**src/rtl/spectrum_bar_encoder.sv**
```systemverilog
// spectrum_bar_encoder: quantizes per-bin magnitudes to 18-segment levels with peak-hold/decay, updating bars once per frame
module spectrum_bar_encoder #(
  parameter int MAG_W = 16,
  parameter int SHIFT = 11,
  parameter int DECAY_FRAMES = 4
) (
  input  logic             clk,
  input  logic             rst,
  input  logic             mag_valid,
  output logic             mag_ready,
  input  logic [3:0]       mag_bin,
  input  logic [MAG_W-1:0] mag_data,
  input  logic             vsync,
  output logic [17:0]      bar0,
  output logic [17:0]      bar1,
  output logic [17:0]      bar2,
  output logic [17:0]      bar3,
  output logic [17:0]      bar4,
  output logic [17:0]      bar5,
  output logic [17:0]      bar6,
  output logic [17:0]      bar7,
  output logic [17:0]      bar8,
  output logic [17:0]      bar9,
  output logic [17:0]      bar10,
  output logic [17:0]      bar11,
  output logic [17:0]      bar12,
  output logic [17:0]      bar13,
  output logic [17:0]      bar14,
  output logic [17:0]      bar15,
  output logic             frame_tick
);
  localparam int DW = $clog2(DECAY_FRAMES + 1);
  typedef enum logic [1:0] {COLLECT, UPDATE, COMMIT} state_t;
  state_t state, state_next;
  logic [3:0] idx;
  logic vs1, vs2, vs3, fall;
  logic [MAG_W-1:0] shifted;
  logic [4:0] level;
  logic [4:0] pending [16];
  logic [4:0] held [16];
  logic [17:0] bars [16];
  logic [DW-1:0] decay_cnt;
  logic decay_due, ready_next;

  function automatic logic [17:0] mask(input logic [4:0] l);
    return 18'((19'd1 << l) - 19'd1);
  endfunction

  always_comb begin
    shifted = mag_data >> SHIFT;
    level = shifted > MAG_W'(18) ? 5'd18 : shifted[4:0];
    fall = vs3 & ~vs2;
    decay_due = decay_cnt == DW'(DECAY_FRAMES - 1);
  end

  always_ff @(posedge clk)
    if (rst) state <= COLLECT;
    else state <= state_next;

  always_comb begin
    state_next = (state == COLLECT && fall) ? UPDATE :
                 (state == UPDATE && idx == 4'd15) ? COMMIT :
                 (state == COMMIT) ? COLLECT : state;
  end

  always_comb ready_next = state_next == COLLECT;

  // decay_cnt only moves in COMMIT, so decay_due is stable across all of UPDATE
  always_ff @(posedge clk) begin
    if (rst) begin
      vs1 <= 1'b1;
      vs2 <= 1'b1;
      vs3 <= 1'b1;
      idx <= '0;
      decay_cnt <= '0;
      mag_ready <= 1'b0;
      frame_tick <= 1'b0;
      for (int i = 0; i < 16; i++) begin
        pending[i] <= '0;
        held[i] <= '0;
        bars[i] <= '0;
      end
    end else begin
      vs1 <= vsync;
      vs2 <= vs1;
      vs3 <= vs2;
      mag_ready <= ready_next;
      frame_tick <= state == COMMIT;
      if (mag_valid && mag_ready && level > pending[mag_bin]) pending[mag_bin] <= level;
      if (state == UPDATE) begin
        idx <= idx + 4'd1;
        pending[idx] <= '0;
        held[idx] <= pending[idx] >= held[idx] ? pending[idx] :
                     (decay_due && held[idx] != 5'd0) ? held[idx] - 5'd1 : held[idx];
      end
      if (state == COMMIT) begin
        for (int i = 0; i < 16; i++) bars[i] <= mask(held[i]);
        decay_cnt <= decay_due ? '0 : decay_cnt + 1'b1;
      end
    end
  end

  assign bar0  = bars[0];
  assign bar1  = bars[1];
  assign bar2  = bars[2];
  assign bar3  = bars[3];
  assign bar4  = bars[4];
  assign bar5  = bars[5];
  assign bar6  = bars[6];
  assign bar7  = bars[7];
  assign bar8  = bars[8];
  assign bar9  = bars[9];
  assign bar10 = bars[10];
  assign bar11 = bars[11];
  assign bar12 = bars[12];
  assign bar13 = bars[13];
  assign bar14 = bars[14];
  assign bar15 = bars[15];
endmodule

```
**config.mk**
```make
export PLATFORM = sky130hd
export DESIGN_NAME = spectrum_bar_encoder
export DESIGN_NICKNAME = d
export VERILOG_FILES = /design/src/rtl/spectrum_bar_encoder.sv
export SDC_FILE = /design/constraint.sdc
export NUM_CORES = 1
export LEC_CHECK = 0
export CAP_MARGIN = 20
export CORE_MARGIN = 1.5
export CORE_UTILIZATION = 35
export CTS_CLUSTER_DIAMETER = 200
export DETAILED_ROUTE_END_ITERATION = 16
export GPL_TIMING_DRIVEN = 0
export PLACE_DENSITY_LB_ADDON = 0.12
export SLEW_MARGIN = 25
export SYNTH_ARGS = -nofsm -noshare
export SYNTH_HDL_FRONTEND = slang
export SYNTH_SLANG_ARGS = --single-unit
export TNS_END_PERCENT = 100
```
**constraint.sdc**
```tcl
create_clock -name clk -period 12.85 [get_ports clk]
set_input_delay 1.9275 -clock clk [delete_from_list [all_inputs] [get_ports clk]]
set_output_delay 1.9275 -clock clk [all_outputs]
set_load 0.005 [all_outputs]
```
* After elaboration in Yosys (flattened, before gate mapping)
Memory sizes are Yosys's and may differ from the RTL's. A register that Yosys moved wholly into a read port is not among the register bits. Cells that the tools add are included. Widths: inputs -> output; s select.
Operators by class: add/sub/neg operators 19, multipliers 0, divide/modulo/power cells 0, magnitude comparators 3, eq/ne operators 4, shift operators 16, muxes and demuxes 47, bitwise gates (word level) 18, reductions and logical operators 11
Operator list (number):
- $mux 18 | 16
- $shl 1x5->18 const A | 16
- $sub 18x1->18 const B | 16
- $mux 5 | 6
- $mux 4 | 7
- $or 1x1->1 | 16
- $reduce_or 5->1 | 3
- $mux 1 | 14
- $mux 2 | 3
- $ge 5x5->1 | 1
- $gt 5x5->1 | 1
- $gt 5x5->1 const B | 1
- $logic_and 1x1->1 | 5
- $reduce_bool 5->1 | 1
- $sub 5x1->5 const B | 1
- $add 4x1->4 const B | 1
- $eq 4x4->1 const B | 1
- $logic_not 2->1 | 2
- $add 3x1->3 const B | 1
- $eq 3x2->1 const B | 1
- $mux 3 | 1
- $eq 2x1->1 const B | 1
- $eq 2x2->1 const B | 1
- $and 1x1->1 | 1
- $not 1->1 | 1
Storage, ports and cells: bits in registers 14, bits in latches 0, memory bits (writable) 448, memory bits (read-only) 0, input port bits 24, word-level logic and storage cells 129, memories kept 3
Memories:
- bars | depth 16, width 18, rd ports 16, clocked after Yosys merged registers in 0, wr ports 16, RTL line 41 | logic [17:0] bars [16];
- held | depth 16, width 5, rd ports 17, clocked after Yosys merged registers in 1, wr ports 16, RTL line 40 | logic [4:0] held [16];
- pending | depth 16, width 5, rd ports 2, clocked after Yosys merged registers in 1, wr ports 16, RTL line 39 | logic [4:0] pending [16];

* Depth between registers and ports, before layout
Gate-level depths: netlist (run 1).
word-level depth 9, gate-level depth with buffers 17, depth with buffers taken out 12

* Worst setup path before layout (run 1)
OpenSTA, ideal clock, no wires.
path type input to register, start input port rst, end memory bars[0][0] (enable), data arrival time 7.439 ns, path slack 3.217 ns, stages 5, path buffers 3, path through clkbuf_1 inv_1 clkbuf_1 clkbuf_1 nand2_1
RTL lines:
- start: declaration | RTL line 8 | input logic rst,
- end: declaration | RTL line 41

==> results of run 1 <==
-- cell type report --
cell class | count | share of cell area (%)
buffer | 199 | 2.78
clock buffer | 60 | 4.62
inverter | 36 | 0.448
clock inverter | 39 | 1.41
multi-input combinational | 1632 | 33.5
tap | 882 | 3.66
timing repair buffer | 307 | 10.4
sequential | 466 | 43.1
-- Yosys cell counts, types with 6 or more instances --
cell / number / share of area (%)
sky130_fd_sc_hd__o31a_1: 14 / 0.51
sky130_fd_sc_hd__a22oi_1: 15 / 0.47
sky130_fd_sc_hd__ha_1: 33 / 1.7
sky130_fd_sc_hd__o21bai_1: 32 / 1.0
sky130_fd_sc_hd__nor3_1: 92 / 1.9
sky130_fd_sc_hd__or3_1: 14 / 0.36
sky130_fd_sc_hd__nand3_1: 69 / 1.4
sky130_fd_sc_hd__mux2_2: 18 / 0.84
sky130_fd_sc_hd__buf_1: 23 / 0.36
sky130_fd_sc_hd__mux4_2: 64 / 6.0
sky130_fd_sc_hd__mux2i_1: 55 / 2.3
sky130_fd_sc_hd__xor2_1: 17 / 0.62
sky130_fd_sc_hd__a21oi_1: 225 / 4.7
sky130_fd_sc_hd__a31oi_1: 16 / 0.42
sky130_fd_sc_hd__and3_1: 13 / 0.34
sky130_fd_sc_hd__buf_2: 6 / 0.12
sky130_fd_sc_hd__a32oi_1: 16 / 0.58
sky130_fd_sc_hd__o21ai_0: 131 / 2.7
sky130_fd_sc_hd__inv_1: 35 / 0.55
sky130_fd_sc_hd__buf_6: 7 / 0.33
sky130_fd_sc_hd__nand3b_1: 42 / 1.3
sky130_fd_sc_hd__edfxtp_1: 368 / 46
sky130_fd_sc_hd__dfxtp_1: 98 / 8.1
sky130_fd_sc_hd__nand4_1: 6 / 0.16
sky130_fd_sc_hd__nand2_1: 235 / 3.7
sky130_fd_sc_hd__nand2b_1: 22 / 0.57
sky130_fd_sc_hd__nor2b_1: 58 / 1.5
sky130_fd_sc_hd__nor2_1: 336 / 5.2
sky130_fd_sc_hd__clkbuf_1: 158 / 2.5
sky130_fd_sc_hd__and2_1: 28 / 0.73
sky130_fd_sc_hd__nor4_1: 32 / 0.83
-- flip-flops by register name (all words and copies together) (netlist names), named ones only --
register / count
bars: 288
decay_cnt: 3
frame_tick: 1
held: 80
idx: 4
mag_ready: 1
pending: 80
state: 2
vs1: 1
vs2: 1
vs3: 1
-- worst paths after layout --
check                                 from             to  slack, ns  cells after the start
worst min register to register         vs1            vs2       0.41                      1
worst max register to register        flop     held[7][4]       8.04                     17
worst min-delay path                   vs1            vs2       0.41                      1
worst max-delay path            mag_bin[0]  pending[4][0]       6.25                     13
-- kinds of logic (layout without fill, tap and decap cells) --
family                   count (synthesis)  after routing  synth area share (%)
AO/OA/AOI/OAI                          472            472                  11.3
flip-flops                             466            466                  54.0
multiplexers                           143            143                  9.64
buffers and inverters                  235            641                  4.04
AND/OR/NAND/NOR                        963            963                  18.6
XOR/XNOR                                21             21                 0.763
adder cells (fa/ha/maj)                 33             33                  1.71
-- worst reg2reg max path, stage by stage, from the launching register on --
cell	delay (ns)
sky130_fd_sc_hd__dfxtp_1	0.32
sky130_fd_sc_hd__buf_6	0.14
sky130_fd_sc_hd__buf_12	0.15
sky130_fd_sc_hd__buf_2	0.34
sky130_fd_sc_hd__buf_2	0.43
sky130_fd_sc_hd__mux4_2	0.41
sky130_fd_sc_hd__nand2_1	0.10
sky130_fd_sc_hd__nand2_1	0.05
sky130_fd_sc_hd__o21ai_0	0.36
sky130_fd_sc_hd__ha_1	0.31
sky130_fd_sc_hd__nand2b_1	0.14
sky130_fd_sc_hd__a21o_1	0.18
sky130_fd_sc_hd__a21o_1	0.19
sky130_fd_sc_hd__a211o_1	0.35
sky130_fd_sc_hd__nand2_1	0.29
sky130_fd_sc_hd__mux2i_4	0.45
sky130_fd_sc_hd__buf_4	0.28
sky130_fd_sc_hd__nor2_1	0.06
-- metal layers --
metal	vias up	track usage (%)	part of all wire, %
li1	9222	-	-
met1	9542	27.5	43
met2	653	35.6	49
met3	126	3.05	5.1
met4	0	6.58	2.7
met5	-	0	0
-- metrics by stage --
stage | cells | setup WS, ns | TNS (ns)
after detailed placement | 3522 | 5.67 | 0
after floorplan | 2333 | 3.22 | 0
after CTS | 3621 | 6.31 | 0
after global placement | 3515 | -1.36 | -381.68
final | 3621 | 6.25 | 0
after global routing | 3621 | 6.00 | 0
-- power breakdown --
part	switching (W)	internal [W]
logic	0.000215	0.000159
registers	0.0000353	0.00168
clock network	0.000639	0.000940
total	0.000890	0.00278
==> qor.yml, run 1 <==
run_status: "finished clean"
initial_utilization_pct: 35.3
drt-wirelength-per-cell_um: 20.8
first_global_vias: 18800
fin_total_pwr_w: 0.00367
power_leakage_nw: 10.8
layout_commonest_cell: "sky130_fd_sc_hd__edfxtp_1"
vdd_drop_max_uv: 101
clock_sink_count: 466
ys.warnings.count: 0
cts_tree: "yes"
vias: 19500
drc: 0
drt_wl_total_um: 75200
fillerInstances: 6507
finalHoldViolCount: 0
htree_num_levels: 2
synth.distinct_cells: 62
crit_path_start_kind: "input port"
cts_post_setup_buffers_inserted: 0
post_cts_resize_count: 0
sequential_cell_area_um2: 13000
worst_slew_margin_rel_pct: 29.0
syn_nets: 2390
ctsLongestPathBuffers: 3
grtUsageTotal_pct: 20.9
dr_vias_cell: 5.40
layout-drive-gt1-share_pct: 7.70
final-max-slew-violation-count: 0
critical-path-slowest-cell: "sky130_fd_sc_hd__nor3b_1"
yosys_most_used_dff: "sky130_fd_sc_hd__edfxtp_1"
path_delay_family: "buffers and inverters"
setup_viol: 0
setup_repair_after_global_routing_missed_its_margin: "no"
maxCapViolCount: 0
cts_root_buffer: "sky130_fd_sc_hd__clkbuf_16"
place_area_um2: 28400
required_time_worst_endpoint_ns: 13.37
layout.cells.most_common_list: "368 x sky130_fd_sc_hd__edfxtp_1, 336 x sky130_fd_sc_hd__nor2_1, 300 x sky130_fd_sc_hd__clkdlybuf4s50_1"
worst-setup-path-type: "in2reg"
max_slew.worst_pin.slew_ns: 1.07
synth.ff_latch_count: 466
dp_hpwl_um: 55900
period_needed_ns: 6.60
layout.cell_area.non_filler_um2: 30200
drt-pass1-iter-count: 5
clk_pin_slew_worst_paths_ns: 0.06
grt_max_degree: 59
number_of_diodes_added_for_antenna_fixing: 0
die_height_um: 265
timing.clock.skew_ns: 0.0292
final_core_utilization_pct: 44.1
number_of_clock_buffers_inserted_by_tritoncts: 53
worstPathBufferInverterCount: 4
arrival_ns: 7.13
nets: 2752
p_per_area_nw_per_um2: 122
max_clock_freq_mhz: 151
synth.cell_area_um2: 24100
crit_path_max_fanout: 10
antenna_violations_before_repair: 0
number_of_enable_type_register_cells_in_the_synthesized_netlist: 368
async_reset_ff_share_pct: 0
io_buffers: 300
cts_hold_repair.buffers: 0
end_kind: "flop"
drt-initial-drc-count: 1601
grt_first_pass_wirelength_um: 114000
worst_skew_pair.late_latency_ns: 0.61
ys_seq_area_share_pct: 54.0
io_pins: 314
finalWeightedCongestion: 0.917
floorplan_die_area_um2: 70400
synthToLayoutAreaGrowth_pct: 25.2
cp_cell_sequence: "clkbuf_1 -> buf_2 -> mux4_2 -> mux4_2 -> inv_1 -> ha_1 -> and3_1 -> a311o_1 -> a21oi_1 -> nor3b_1 -> clkbuf_1 -> nand3_1 -> a21oi_1"
global_route.overflow_total: 0
multiInputGateArea_um2: 10100
postSynthAreaPerCell_um2: 10.3
coreArea_um2: 68300
synthCells: 2333
detail-route-antenna-nets: 0
worst_path_largest_cell_delay_ns: 0.88
holdWs_ns: 0.407
hold_class: "reg2reg"
placementRows: 96
die_span_in_x_um: 265
share_of_the_clock_period_used_by_the_worst_path_after_layout_pct: 51.4
No activity file was read; power rests on OpenSTA's default activity.
==> run 2, diff against run 1 <==
clock period = 6.59 ns   (was 12.85 ns; I/O delays follow)
==> run 2 against run 1 <==
  * Flip-flop and latch count stayed put
  * Non-clock buffer count is 4 lower
  * Highest routed layer is now met5
  * Hold slack better by 0.0054 ns
  * Routed wire length is 0.32% lower
==> qor.yml, run 2 (same netlist as run 1, synthesis figures left out) <==
run_status: "finished clean"  # unchanged
maxCapViolCount: 0  # unchanged
antenna_violations_before_repair: 1  # was 0
floorplan_die_area_um2: 70400  # unchanged
drt_wl_total_um: 74900  # was 75200 um
ctsLongestPathBuffers: 3  # unchanged
hold_class: "reg2reg"  # unchanged
io_pins: 314  # unchanged
htree_num_levels: 2  # unchanged
power_leakage_nw: 10.8  # about the same
timing.clock.skew_ns: 0.0165  # was 0.0292 ns
vias: 19300  # was 19500
detail-route-antenna-nets: 0  # unchanged
grtUsageTotal_pct: 20.7  # was 20.9%
share_of_the_clock_period_used_by_the_worst_path_after_layout_pct: 87.0
die_height_um: 265  # unchanged
nets: 2747  # was 2752
layout-drive-gt1-share_pct: 7.35  # was 7.70%
drt-wirelength-per-cell_um: 20.7  # was 20.8 um
netSwitchingPower_w: 0.00169  # was 0.000890 W
arrival_ns: 6.25  # was 7.13 ns
seqPwrFrac_pct: 47.3  # was 46.8%
crit_path_start_kind: "input port"  # unchanged
switching_share_pct: 23.9  # was 24.3%
clock_sink_count: 466  # unchanged
number_of_diodes_added_for_antenna_fixing: 0  # unchanged
power.share.clock_pct: 42.4  # was 43.0%
die_span_in_x_um: 265  # unchanged
finalSetupTns_ns: 0  # unchanged
dp_hpwl_um: 55700  # was 55900 um
flip_flop_count_of_the_largest_register_after_layout: 288  # unchanged
period_needed_ns: 5.73
final-max-slew-violation-count: 0  # unchanged
cts_root_buffer: "sky130_fd_sc_hd__clkbuf_16"  # unchanged
drt-initial-drc-count: 1548  # was 1601
finalHoldViolCount: 0  # unchanged
initial_utilization_pct: 35.3  # unchanged
max_slew.worst_pin.slew_ns: 1.11  # was 1.07 ns
layout.cells.most_common_list: "368 x sky130_fd_sc_hd__edfxtp_1, 336 x sky130_fd_sc_hd__nor2_1, 300 x sky130_fd_sc_hd__clkdlybuf4s50_1"  # unchanged
finalWeightedCongestion: 0.919  # was 0.917
drt-pass1-iter-count: 5  # unchanged
worst_slew_margin_rel_pct: 25.5  # was 29.0%
global_route.overflow_total: 0  # unchanged
layout_commonest_cell: "sky130_fd_sc_hd__edfxtp_1"  # unchanged
max_clock_freq_mhz: 175
synthToLayoutAreaGrowth_pct: 24.8  # was 25.2%
p_per_area_nw_per_um2: 235  # was 122 nW/um^2
first_global_vias: 18700  # was 18800
end_kind: "flop"  # unchanged
coreArea_um2: 68300  # unchanged
cts_hold_repair.buffers: 0  # unchanged
vdd_drop_max_uv: 189  # was 101 uV
io_buffers: 300  # unchanged
regMostFlops: "bars"  # unchanged
final_core_utilization_pct: 44.0  # was 44.1%
crit_path_max_fanout: 10  # unchanged
post_cts_resize_count: 0  # unchanged
number_of_clock_buffers_inserted_by_tritoncts: 52  # was 53
worst_skew_pair.late_latency_ns: 0.60  # was 0.61 ns
setup_repair_after_global_routing_missed_its_margin: "no"  # unchanged
grt_first_pass_wirelength_um: 112000  # was 114000 um
clk_pin_slew_worst_paths_ns: 0.06  # about the same
drc: 0  # unchanged
cts_tree: "yes"  # unchanged
cts_post_setup_buffers_inserted: 0  # unchanged
worst-setup-path-type: "in2reg"  # unchanged
grt_max_degree: 81  # was 59
placementRows: 96  # unchanged
pwr-share-comb_pct: 10.3  # was 10.2%
dr_vias_cell: 5.34  # was 5.40
setup_viol: 0  # unchanged
power_report.internal_total_w: 0.00538  # was 0.00278 W
reg_top3: "bars: 288 flops, held: 80 flops, pending: 80 flops"  # unchanged
required_time_worst_endpoint_ns: 7.11  # was 13.37 ns
## run 2: cell count changes in the layout (fill, tap and decap cells not counted), sizes merged
cell	previous run	this run
buf	48	44
bufinv	8	7
clkbuf	218	227
inv	37	38
clkinvlp	9	5
clkinv	21	14
## run 2: final cells by class
class | count | area, um^2
flip-flops and latches | 466 | 13000
clock inverters | 28 | 332
fillers | 6502 | 38300
clock buffers | 69 | 1430
plain buffers | 199 | 838
repair buffers | 303 | 3090
inverters | 36 | 135
well taps | 882 | 1100
multi-input cells | 1632 | 10100
## run 2: critical path, cell delays in order
cell and delay [ns]:
sky130_fd_sc_hd__clkbuf_1 0.55, sky130_fd_sc_hd__buf_2 0.51, sky130_fd_sc_hd__mux4_2 0.62, sky130_fd_sc_hd__mux4_2 0.51, sky130_fd_sc_hd__inv_1 0.08, sky130_fd_sc_hd__ha_1 0.21, sky130_fd_sc_hd__and3_1 0.19, sky130_fd_sc_hd__a311o_1 0.34
sky130_fd_sc_hd__a21oi_1 0.51, sky130_fd_sc_hd__nor3b_1 0.97, sky130_fd_sc_hd__clkbuf_1 0.47, sky130_fd_sc_hd__nand3_1 0.15, sky130_fd_sc_hd__a21oi_1 0.15
## run 2: metal layers
metal | up-vias | global-route usage (%) | routed length, um | part of all wire (%)
met2 | 557 | 35.7 | 37200 | 50
li1 | 9210 | - | - | -
met5 | - | 0 | 13 | 0.017
met4 | 2 | 6.02 | 1910 | 2.5
met3 | 113 | 3.11 | 3840 | 5.1
met1 | 9436 | 26.9 | 32000 | 43
## run 2: path summary, 6_finish.rpt
kind	startpoint	endpoint	slack, ns	depth (start not counted)
max	mag_bin[0]	pending[4][3]	0.86	13
min	vs1	vs2	0.41	1
max reg2reg	flop	held[6][2]	1.79	17
min reg2reg	vs1	vs2	0.41	1
## run 2: power by group through the flow
stage / logic (W) / registers [W] / clock network, W
2_1_floorplan: 0.000392 / 0.00340 / 0
6_report: 0.000725 / 0.00334 / 0.00300
4_1_cts: 0.000727 / 0.00335 / 0.00307
5_1_grt: 0.000788 / 0.00335 / 0.00317
3_3_place_gp: 0.000710 / 0.00343 / 0
3_5_place_dp: 0.000724 / 0.00341 / 0
## run 2: metrics by stage
stage / total power (W) / setup slack, ns / area, um^2 / hold slack, ns / cells
detailed placement: 0.00413 / 0.290 / 28300 / 0.399 / 3518
finish: 0.00707 / 0.860 / 30100 / 0.413 / 3615
global placement: 0.00414 / -2.46 / 28200 / 0.394 / 3515
global route: 0.00731 / 0.624 / 30100 / 0.440 / 3615
floorplan: 0.00379 / 0.850 / 24100 / 0.389 / 2333
CTS: 0.00714 / 0.876 / 30100 / 0.413 / 3615
